==> config.mk <==
export PLATFORM = sky130hd
export DESIGN_NAME = pipeline_ctrl
export DESIGN_NICKNAME = d
export VERILOG_FILES = /design/src/rtl/pipeline_ctrl.sv
export SDC_FILE = /design/constraint.sdc
export NUM_CORES = 1
export LEC_CHECK = 0
export CAP_MARGIN = 5
export CORE_MARGIN = 2
export CORE_UTILIZATION = 40
export DETAILED_ROUTE_END_ITERATION = 10
export PLACE_DENSITY = 0.89
export SYNTH_ARGS = -nofsm -noshare
export SYNTH_HDL_FRONTEND = slang
export SYNTH_SLANG_ARGS = --single-unit
==> constraint.sdc <==
create_clock -name clk -period 3.2 [get_ports clk]
set_input_delay 0.8 -clock clk [delete_from_list [all_inputs] [get_ports clk]]
set_output_delay 0.8 -clock clk [all_outputs]
set_load 0.01 [all_outputs]
==> src/rtl/pipeline_ctrl.sv <==
// pipeline_ctrl: central stall/flush sequencer driving the stage-register enables and bubbles.
// Define PIPE_CTRL_MDU_STALL_EN to build the multi-cycle HI/LO occupancy stall in EX.
module pipeline_ctrl #(
  parameter int MD_CYCLES    = 4,
  parameter int DRAIN_CYCLES = 3
) (
  input  logic       clk,
  input  logic       rst,
  input  logic [4:0] id_rs,
  input  logic [4:0] id_rt,
  input  logic       id_use_rs,
  input  logic       id_use_rt,
  input  logic       ex_ld,
  input  logic [4:0] ex_write,
  input  logic       ex_tolh,
  input  logic       ex_branch_taken,
  input  logic       mem_syscall,
  input  logic       int_req,
  output logic       en_pc,
  output logic       en_if_id,
  output logic       en_id_ex,
  output logic       en_ex_mem,
  output logic       en_mem_wb,
  output logic       zero_if_id,
  output logic       zero_id_ex,
  output logic       zero_ex_mem,
  output logic       zero_mem_wb,
  output logic       pc_sel_vec,
  output logic       int_ack,
  output logic       halted
);

  localparam logic [1:0] S_RUN    = 2'd0;
  localparam logic [1:0] S_DRAIN  = 2'd1;
  localparam logic [1:0] S_VECTOR = 2'd2;
  localparam logic [1:0] S_HALT   = 2'd3;

  localparam int DW = (DRAIN_CYCLES > 1) ? $clog2(DRAIN_CYCLES) : 1;
  localparam logic [DW-1:0] DRAIN_LOAD = DW'(DRAIN_CYCLES - 1);

  logic [1:0]    r_state;
  logic [1:0]    w_state_nxt;
  logic [DW-1:0] r_drain_cnt;
  logic [DW-1:0] w_drain_cnt_nxt;
  logic          r_halt_first;
  logic          w_lu;
  logic          w_md;
  logic          w_md_apply;

  assign w_lu = ex_ld && (ex_write != 5'd0) &&
                ((id_use_rs && (id_rs == ex_write)) || (id_use_rt && (id_rt == ex_write)));

  assign halted = (r_state == S_HALT);

  always_comb begin
    en_pc           = 1'b1;
    en_if_id        = 1'b1;
    en_id_ex        = 1'b1;
    en_ex_mem       = 1'b1;
    en_mem_wb       = 1'b1;
    zero_if_id      = 1'b0;
    zero_id_ex      = 1'b0;
    zero_ex_mem     = 1'b0;
    zero_mem_wb     = 1'b0;
    pc_sel_vec      = 1'b0;
    int_ack         = 1'b0;
    w_state_nxt     = r_state;
    w_drain_cnt_nxt = r_drain_cnt;
    w_md_apply      = 1'b0;
    if (rst) begin
      en_pc       = 1'b0;
      en_if_id    = 1'b0;
      en_id_ex    = 1'b0;
      en_ex_mem   = 1'b0;
      en_mem_wb   = 1'b0;
      zero_if_id  = 1'b1;
      zero_id_ex  = 1'b1;
      zero_ex_mem = 1'b1;
      zero_mem_wb = 1'b1;
    end else begin
      case (r_state)
        S_RUN: begin
          if (mem_syscall) begin
            en_pc       = 1'b0;
            zero_if_id  = 1'b1;
            zero_id_ex  = 1'b1;
            zero_ex_mem = 1'b1;
            w_state_nxt = S_HALT;
          end else if (w_md) begin
            en_pc       = 1'b0;
            en_if_id    = 1'b0;
            en_id_ex    = 1'b0;
            zero_ex_mem = 1'b1;
            w_md_apply  = 1'b1;
          end else if (ex_branch_taken) begin
            zero_if_id = 1'b1;
            zero_id_ex = 1'b1;
          end else if (w_lu) begin
            en_pc      = 1'b0;
            en_if_id   = 1'b0;
            zero_id_ex = 1'b1;
          end else if (int_req) begin
            w_state_nxt     = S_DRAIN;
            w_drain_cnt_nxt = DRAIN_LOAD;
          end else begin
            w_state_nxt = S_RUN;
          end
        end
        // Fetch is frozen while older instructions retire; the PC keeps the resume address.
        S_DRAIN: begin
          en_pc      = 1'b0;
          zero_if_id = 1'b1;
          if (mem_syscall) begin
            zero_id_ex  = 1'b1;
            zero_ex_mem = 1'b1;
            w_state_nxt = S_HALT;
          end else if (w_md) begin
            en_if_id    = 1'b0;
            en_id_ex    = 1'b0;
            zero_ex_mem = 1'b1;
            w_md_apply  = 1'b1;
          end else begin
            if (ex_branch_taken) begin
              en_pc      = 1'b1;
              zero_id_ex = 1'b1;
            end else if (w_lu) begin
              en_if_id   = 1'b0;
              zero_id_ex = 1'b1;
            end else begin
              zero_id_ex = 1'b0;
            end
            if (r_drain_cnt != DW'(0)) begin
              w_drain_cnt_nxt = r_drain_cnt - DW'(1);
            end else if (ex_branch_taken || !w_lu) begin
              w_state_nxt = S_VECTOR;
            end else begin
              w_state_nxt = S_DRAIN;
            end
          end
        end
        S_VECTOR: begin
          pc_sel_vec  = 1'b1;
          en_pc       = 1'b1;
          int_ack     = 1'b1;
          zero_if_id  = 1'b1;
          w_state_nxt = S_RUN;
        end
        S_HALT: begin
          en_pc       = 1'b0;
          en_if_id    = 1'b0;
          en_id_ex    = 1'b0;
          en_ex_mem   = 1'b0;
          en_mem_wb   = r_halt_first;
          w_state_nxt = S_HALT;
        end
        default: begin
          w_state_nxt = S_RUN;
        end
      endcase
    end
  end

  // Sequencer state, drain counter and the one-shot syscall retirement flag.
  always_ff @(posedge clk or posedge rst) begin
    if (rst) begin
      r_state      <= S_RUN;
      r_drain_cnt  <= DW'(0);
      r_halt_first <= 1'b0;
    end else begin
      r_state      <= w_state_nxt;
      r_drain_cnt  <= w_drain_cnt_nxt;
      r_halt_first <= (r_state != S_HALT) && (w_state_nxt == S_HALT);
    end
  end

`ifdef PIPE_CTRL_MDU_STALL_EN
  localparam int MW = (MD_CYCLES > 1) ? $clog2(MD_CYCLES) : 1;
  localparam logic [MW-1:0] MD_LOAD = MW'(MD_CYCLES - 1);

  logic [MW-1:0] r_md_cnt;
  logic          r_md_done;
  logic          w_md_first;
  logic [MW-1:0] w_md_cur;

  // The first EX cycle of a HI/LO op sees the freshly loaded count so it stalls immediately.
  assign w_md_first = ex_tolh && !r_md_done && (r_md_cnt == MW'(0));
  assign w_md_cur   = w_md_first ? MD_LOAD : r_md_cnt;
  assign w_md       = ex_tolh && !r_md_done && (w_md_cur != MW'(0));

  // HI/LO occupancy counter; done holds the op in EX-complete until EX advances.
  always_ff @(posedge clk or posedge rst) begin
    if (rst) begin
      r_md_cnt  <= MW'(0);
      r_md_done <= 1'b0;
    end else if (!ex_tolh) begin
      r_md_cnt  <= MW'(0);
      r_md_done <= 1'b0;
    end else if (w_md_apply) begin
      r_md_cnt  <= w_md_cur - MW'(1);
      r_md_done <= (w_md_cur == MW'(1));
    end else if (en_id_ex) begin
      r_md_cnt  <= MW'(0);
      r_md_done <= 1'b0;
    end else begin
      r_md_cnt  <= r_md_cnt;
      r_md_done <= r_md_done;
    end
  end
`else
  logic w_unused_mdu;

  assign w_md         = 1'b0;
  assign w_unused_mdu = ^{ex_tolh, w_md_apply, (MD_CYCLES > 0)};
`endif

endmodule

### Yosys cells after proc, flatten, opt, wreduce, memory -nomap -nowiden

Cells that the tools add are included.

| word-level totals | value |
|---|---|
| flip-flop bits (word level) | 5 |
| bits of input ports | 24 |
| word-level logic and storage cells | 77 |
| output and inout port bits | 12 |

| operators by class | value |
|---|---|
| reduce and logical (&&, ||, !) cells | 15 |
| eq/ne operators | 13 |
| multiplexer cells | 44 |
| bitwise operators | 1 |
| add/sub/neg operators | 1 |

Operator list:

| cell | count |
|---|---|
| $mux W1 | 26 |
| $mux W2 | 13 |
| $ne A2 B2 Y1 const B | 7 |
| $eq A5 B5 Y1 | 2 |
| $pmux W2 S4 | 1 |
| $reduce_and A8 Y1 | 1 |
| $eq A2 B2 Y1 const B | 3 |
| $logic_and A1 B1 Y1 | 5 |
| $reduce_bool A5 Y1 | 1 |
| $pmux W1 S2 | 2 |
| $pmux W1 S4 | 1 |
| $pmux W2 S2 | 1 |
| $reduce_bool A2 Y1 | 2 |
| $reduce_or A2 Y1 | 2 |
| $eq A2 B1 Y1 const B | 1 |
| $logic_not A2 Y1 | 1 |
| $logic_or A1 B1 Y1 | 2 |
| $sub A2 B1 Y2 const B | 1 |
| $logic_not A1 Y1 | 1 |
| $not A1 Y1 | 1 |

### Longest topological paths before layout

Gate-level depths: netlist of run 1.

| logic depth | value |
|---|---|
| depth after elaboration | 13 |
| mapped depth | 8 |
| gate-level depth less buffers | 7 |

### Least setup slack after synthesis of run 1

No wires, ideal clock.

| timing | value |
|---|---|
| path type | input to output |
| from | input port ex_write[1] |
| to | output port en_pc |
| setup slack | 272 ps |
| arrival time | 2,128 ps |
| cell stages on the path | 5 |
| buffers on the path | 1 |
| data required time | 2,400 ps |
| cells stage by stage | or4_1 o21a_2 and2_4 buf_6 a311oi_2 |

| between the ends | value |
|---|---|
| word-level cells in the longest chain between the ends | 9 |
| elaborated cells between the ends (all ways) | 13 |
| those cells by class | 2 x eq/ne; 5 x mux; 6 x reduce/logical |

RTL lines:

| item | RTL line | text |
|---|---|---|
| start, declared | 14 | `input logic [4:0] ex_write,` |
| $eq A5 B5 Y1 | 51 | `((id_use_rs && (id_rs == ex_write)) \|\| (id_use_rt && (id_rt == ex_write)));` |
| $logic_and A1 B1 Y1 | 51 |  |
| $logic_or A1 B1 Y1 | 51 |  |
| $logic_and A1 B1 Y1 (*) | 50 | `assign w_lu = ex_ld && (ex_write != 5'd0) &&` |
| $mux W1 (*) | 98 | `end else if (w_lu) begin` |
| $mux W1 (*) | 95 | `end else if (ex_branch_taken) begin` |
| $mux W1 (*) | 83 | `if (mem_syscall) begin` |
| $pmux W1 S4 (*) | 81 | `case (r_state)` |
| $mux W1 (*) | 70 | `if (rst) begin` |
| end, declared | 19 | `output logic en_pc,` |

Every way passes the cells marked *; elsewhere a longest branch is shown, timed or not.

### Worst setup path after layout of run 1

| timing | value |
|---|---|
| from | input port ex_write[4] |
| to | output port en_if_id |

| between the ends | value |
|---|---|
| word-level cells in the longest chain between the ends | 9 |
| elaborated cells between the ends (all ways) | 13 |
| those cells by class | 2 x eq/ne; 5 x mux; 6 x reduce/logical |

RTL lines:

| item | RTL line | text |
|---|---|---|
| $eq A5 B5 Y1 | 51 |  |
| $logic_and A1 B1 Y1 | 51 |  |
| $logic_or A1 B1 Y1 | 51 |  |
| $logic_and A1 B1 Y1 (*) | 50 |  |
| $mux W1 (*) | 98, 126 |  |
| $mux W1 (*) | 95 |  |
| $mux W1 (*) | 83 |  |
| $pmux W1 S2 (*) | 81 |  |
| $mux W1 (*) | 70 |  |
| end, declared | 20 | `output logic en_if_id,` |

Marked as above.

==> results of run 1 <==
## metrics by stage
step	setup slack, ns	util, %	power [W]	cell area, um^2
global route	0.0220	69.0	0.000801	1220
CTS	0.0372	67.9	0.000729	1200
global placement	-0.513	67.2	0.000649	1190
floorplan	0.272	-	0.000474	769
finish	0.0964	69.0	0.000733	1220
detailed placement	-0.521	67.2	0.000666	1190
## cells by family after synthesis
group	synth area share (%)
simple gates	22.8
compound gates	27.5
buf+inv	10.7
xor+xnor	11.4
fa+ha+maj	8.13
flops	16.3
mux	3.25
## cells in the final DEF, fill, tap and decap left out, drive strengths merged, types with 4 or more instances in the layout
master,Yosys,layout
nor2,7,7
ha,5,5
nand2,8,8
xnor2,10,10
buf,4,16
dfrtp,5,5
nand3,4,4
a21oi,10,10
inv,10,10
clkdlybuf4s50,0,27
clkbuf,3,4
## repair_timing
action	CTS	global route
buffers inserted	0	1
endpoints found under the setup margin	3	2
pin swaps	3	4
gates resized for setup	16	3
## worst max path at each step
stage                     to  slack (ns)  cells past startpoint
floorplan              en_pc        0.27                      5
global placement       en_pc       -0.51                      6
detailed placement     en_pc       -0.52                      6
CTS                 en_if_id        0.04                      6
global route        en_if_id        0.02                      6
finish              en_if_id         0.1                      6
## metal layers
metal  up-vias  GRT usage [%]  part of all wire (%)
li1        439              -                     -
met1       406           30.4                    45
met2        31           37.1                    51
met3         2           4.15                   3.2
met4         0           8.11                  0.71
met5         -              0                     0
## registers in the layout (all words and copies together) (netlist names)
| name | flops |
|---|---|
| r_halt_first | 1 |
| r_drain_cnt | 2 |
| r_state | 2 |
## worst register-to-register path: stages (launching register included)
cell      delay (ns)
dfrtp_1         0.49
inv_1           0.11
ha_1            0.35
nor4_1          0.72
nor2_1          0.11
a21boi_0        0.25
o311ai_2        0.14
## final cells by class
class / count / area [um^2]
Tap cell: 25 / 31.3
Clock buffer: 4 / 26.3
Inverter: 10 / 37.5
Multi-Input combinational cell: 77 / 576
Sequential cell: 5 / 125
Fill cell: 154 / 547
Timing Repair Buffer: 47 / 422
## power by group
group | total, W | switching [W] | internal (W)
clock | 0.0000692 | 0.0000223 | 0.0000469
combinational | 0.000539 | 0.000269 | 0.000270
sequential | 0.000124 | 0.0000302 | 0.0000940
total | 0.000733 | 0.000322 | 0.000411
==> results.md, run 1 <==
- Final #Nets: 173
- CP Class: in2out
- Outcome: completed
- Final ANT Viol Nets: 0
- R2R Setup Slk: 0.89 ns
- Cell variety after synth: 40
- Clock-pin slew on the worst setup and hold paths: 0.04 ns
- Placed Cells: 163
- Hold_sp: r_drain_cnt[0]$_DFFE_PP0P_
- Flops & latches, synth: 5
- Number of global-route vias before repair: 841
- Crit path capture type: primary output
- CP Data Arrival Time: 2.30 ns
- Fmax: 0.322 GHz
- Min Tclk post-route: 3.10 ns
- Clock Skew: 0.00130 ns
- Worst path top cell family by delay: simple AND/OR/NAND/NOR gates
- Area contributors post-synth: dfrtp_1 (16%), xnor2_1 (11%), ha_1 (8.1%), a21oi_1 (6.5%), inv_1 (4.9%)
- Leak Pwr: 0.522 nW
- Port bufs: 34
- Pin count of the biggest net entering global routing: 12
- # IOs: 36
- Drt first pass iters: 4
- ANT cells: 0
- Worst-Skew Late Latency: 0.23 ns
- Register area share after synthesis: 16.3%
- Class of the worst hold path: reg2reg
- Pwr dens: 602 nW/um^2
- Synth Instances: 99
- Maximum vdd ir drop: 0.000417 V
- Cell Area, Synth: 769 um^2
- Total grt overflow: 0
- Row count: 15
- H-tree depth: 1
- Fin. Hold Viols: 0
- CTS sink cnt: 5
- Ys flop type: dfrtp_1
- Clk buf depth: 2
- Non-Filler Instances: 168
- Hold_ws: 0.589 ns
- Register-to-Register Path Depth: 6
- Mean routed wirelength per cell: 13.4 um
- Setup crit start: ex_write[4]
- Initial antenna violation count: 0
- Number of max-slew violations in the final report: 0
- Clock Tree Root: clkbuf_4
- Fraction of layout cells with a size suffix above 1: 19.6%
- Placer Congestion: 0.811
- CP Max Fanout: 3
- Total CTS buffers: 3
- Slew HR: 49.8%
- Worst R2R End: r_drain_cnt[0]$_DFFE_PP0P_
- DRT Wirelength: 2250 um
- Period utilization: 97.0%
- Post-synth EDFFs: 0
- Die area: 2290 um^2
- Setup Viol. Count Final: 0
- Syn Nets: 128
- Slew @ Worst Pin: 0.746 ns
- RSZ-0062 raised after global routing: false
- WP buf/inv: 2
- CP peak stage delay: 0.51 ns
- Starting Density: 43.6%
- DRC viols: 0
- Via count: 878
- Die X: 47.9 um
- First-pass GRT wire length: 3710 um
- Element type at the critical path start: primary input
- TritonCTS clock tree: yes
- Worst hold endpoint: r_drain_cnt[0]$_DFFE_PP0P_
- Critical path's slowest cell: or4_4
- Vias/cell: 5.23
- Hold Path Stages: 3
- Area Growth Syn to Fin: 58.2%
- Post-synth top area share: 16.3%
- Die Y: 47.9 um
- Core box area: 1760 um^2
- Yosys warnings: 0
- DRT iter0 DRCs: 22
- GRT Total Usage: 22.9%
- Crit Reg-Reg Startpoint: r_state[0]$_DFF_PP0_
- Top cell type by total area after synthesis: dfrtp_1
- Asr flop ratio synth: 100%
- Commonest cells post-synth: a21oi_1 (10), inv_1 (10), xnor2_1 (10), nand2_1 (8), nor2_1 (7)
- Post-CTS Hold Buffers: 0
- WP data required: 2.40 ns
- Post-DP HPWL: 1790 um
- Setup TNS Final: 0 ns
- Crit path cell chain: dlygate4sd2_1 > or4_4 > o21a_4 > and2_4 > a221oi_2 > buf_2
- Mean Syn Cell Area: 7.77 um^2
- Max_cap viols: 0
Power figures use the tool's default switching activity.
==> run 2, diff against run 1 <==
Settings changed: CTS_CLUSTER_SIZE set to 16.
==> results of run 2 <==
The final DEF is identical to that of run 1; final timing and power are the same.
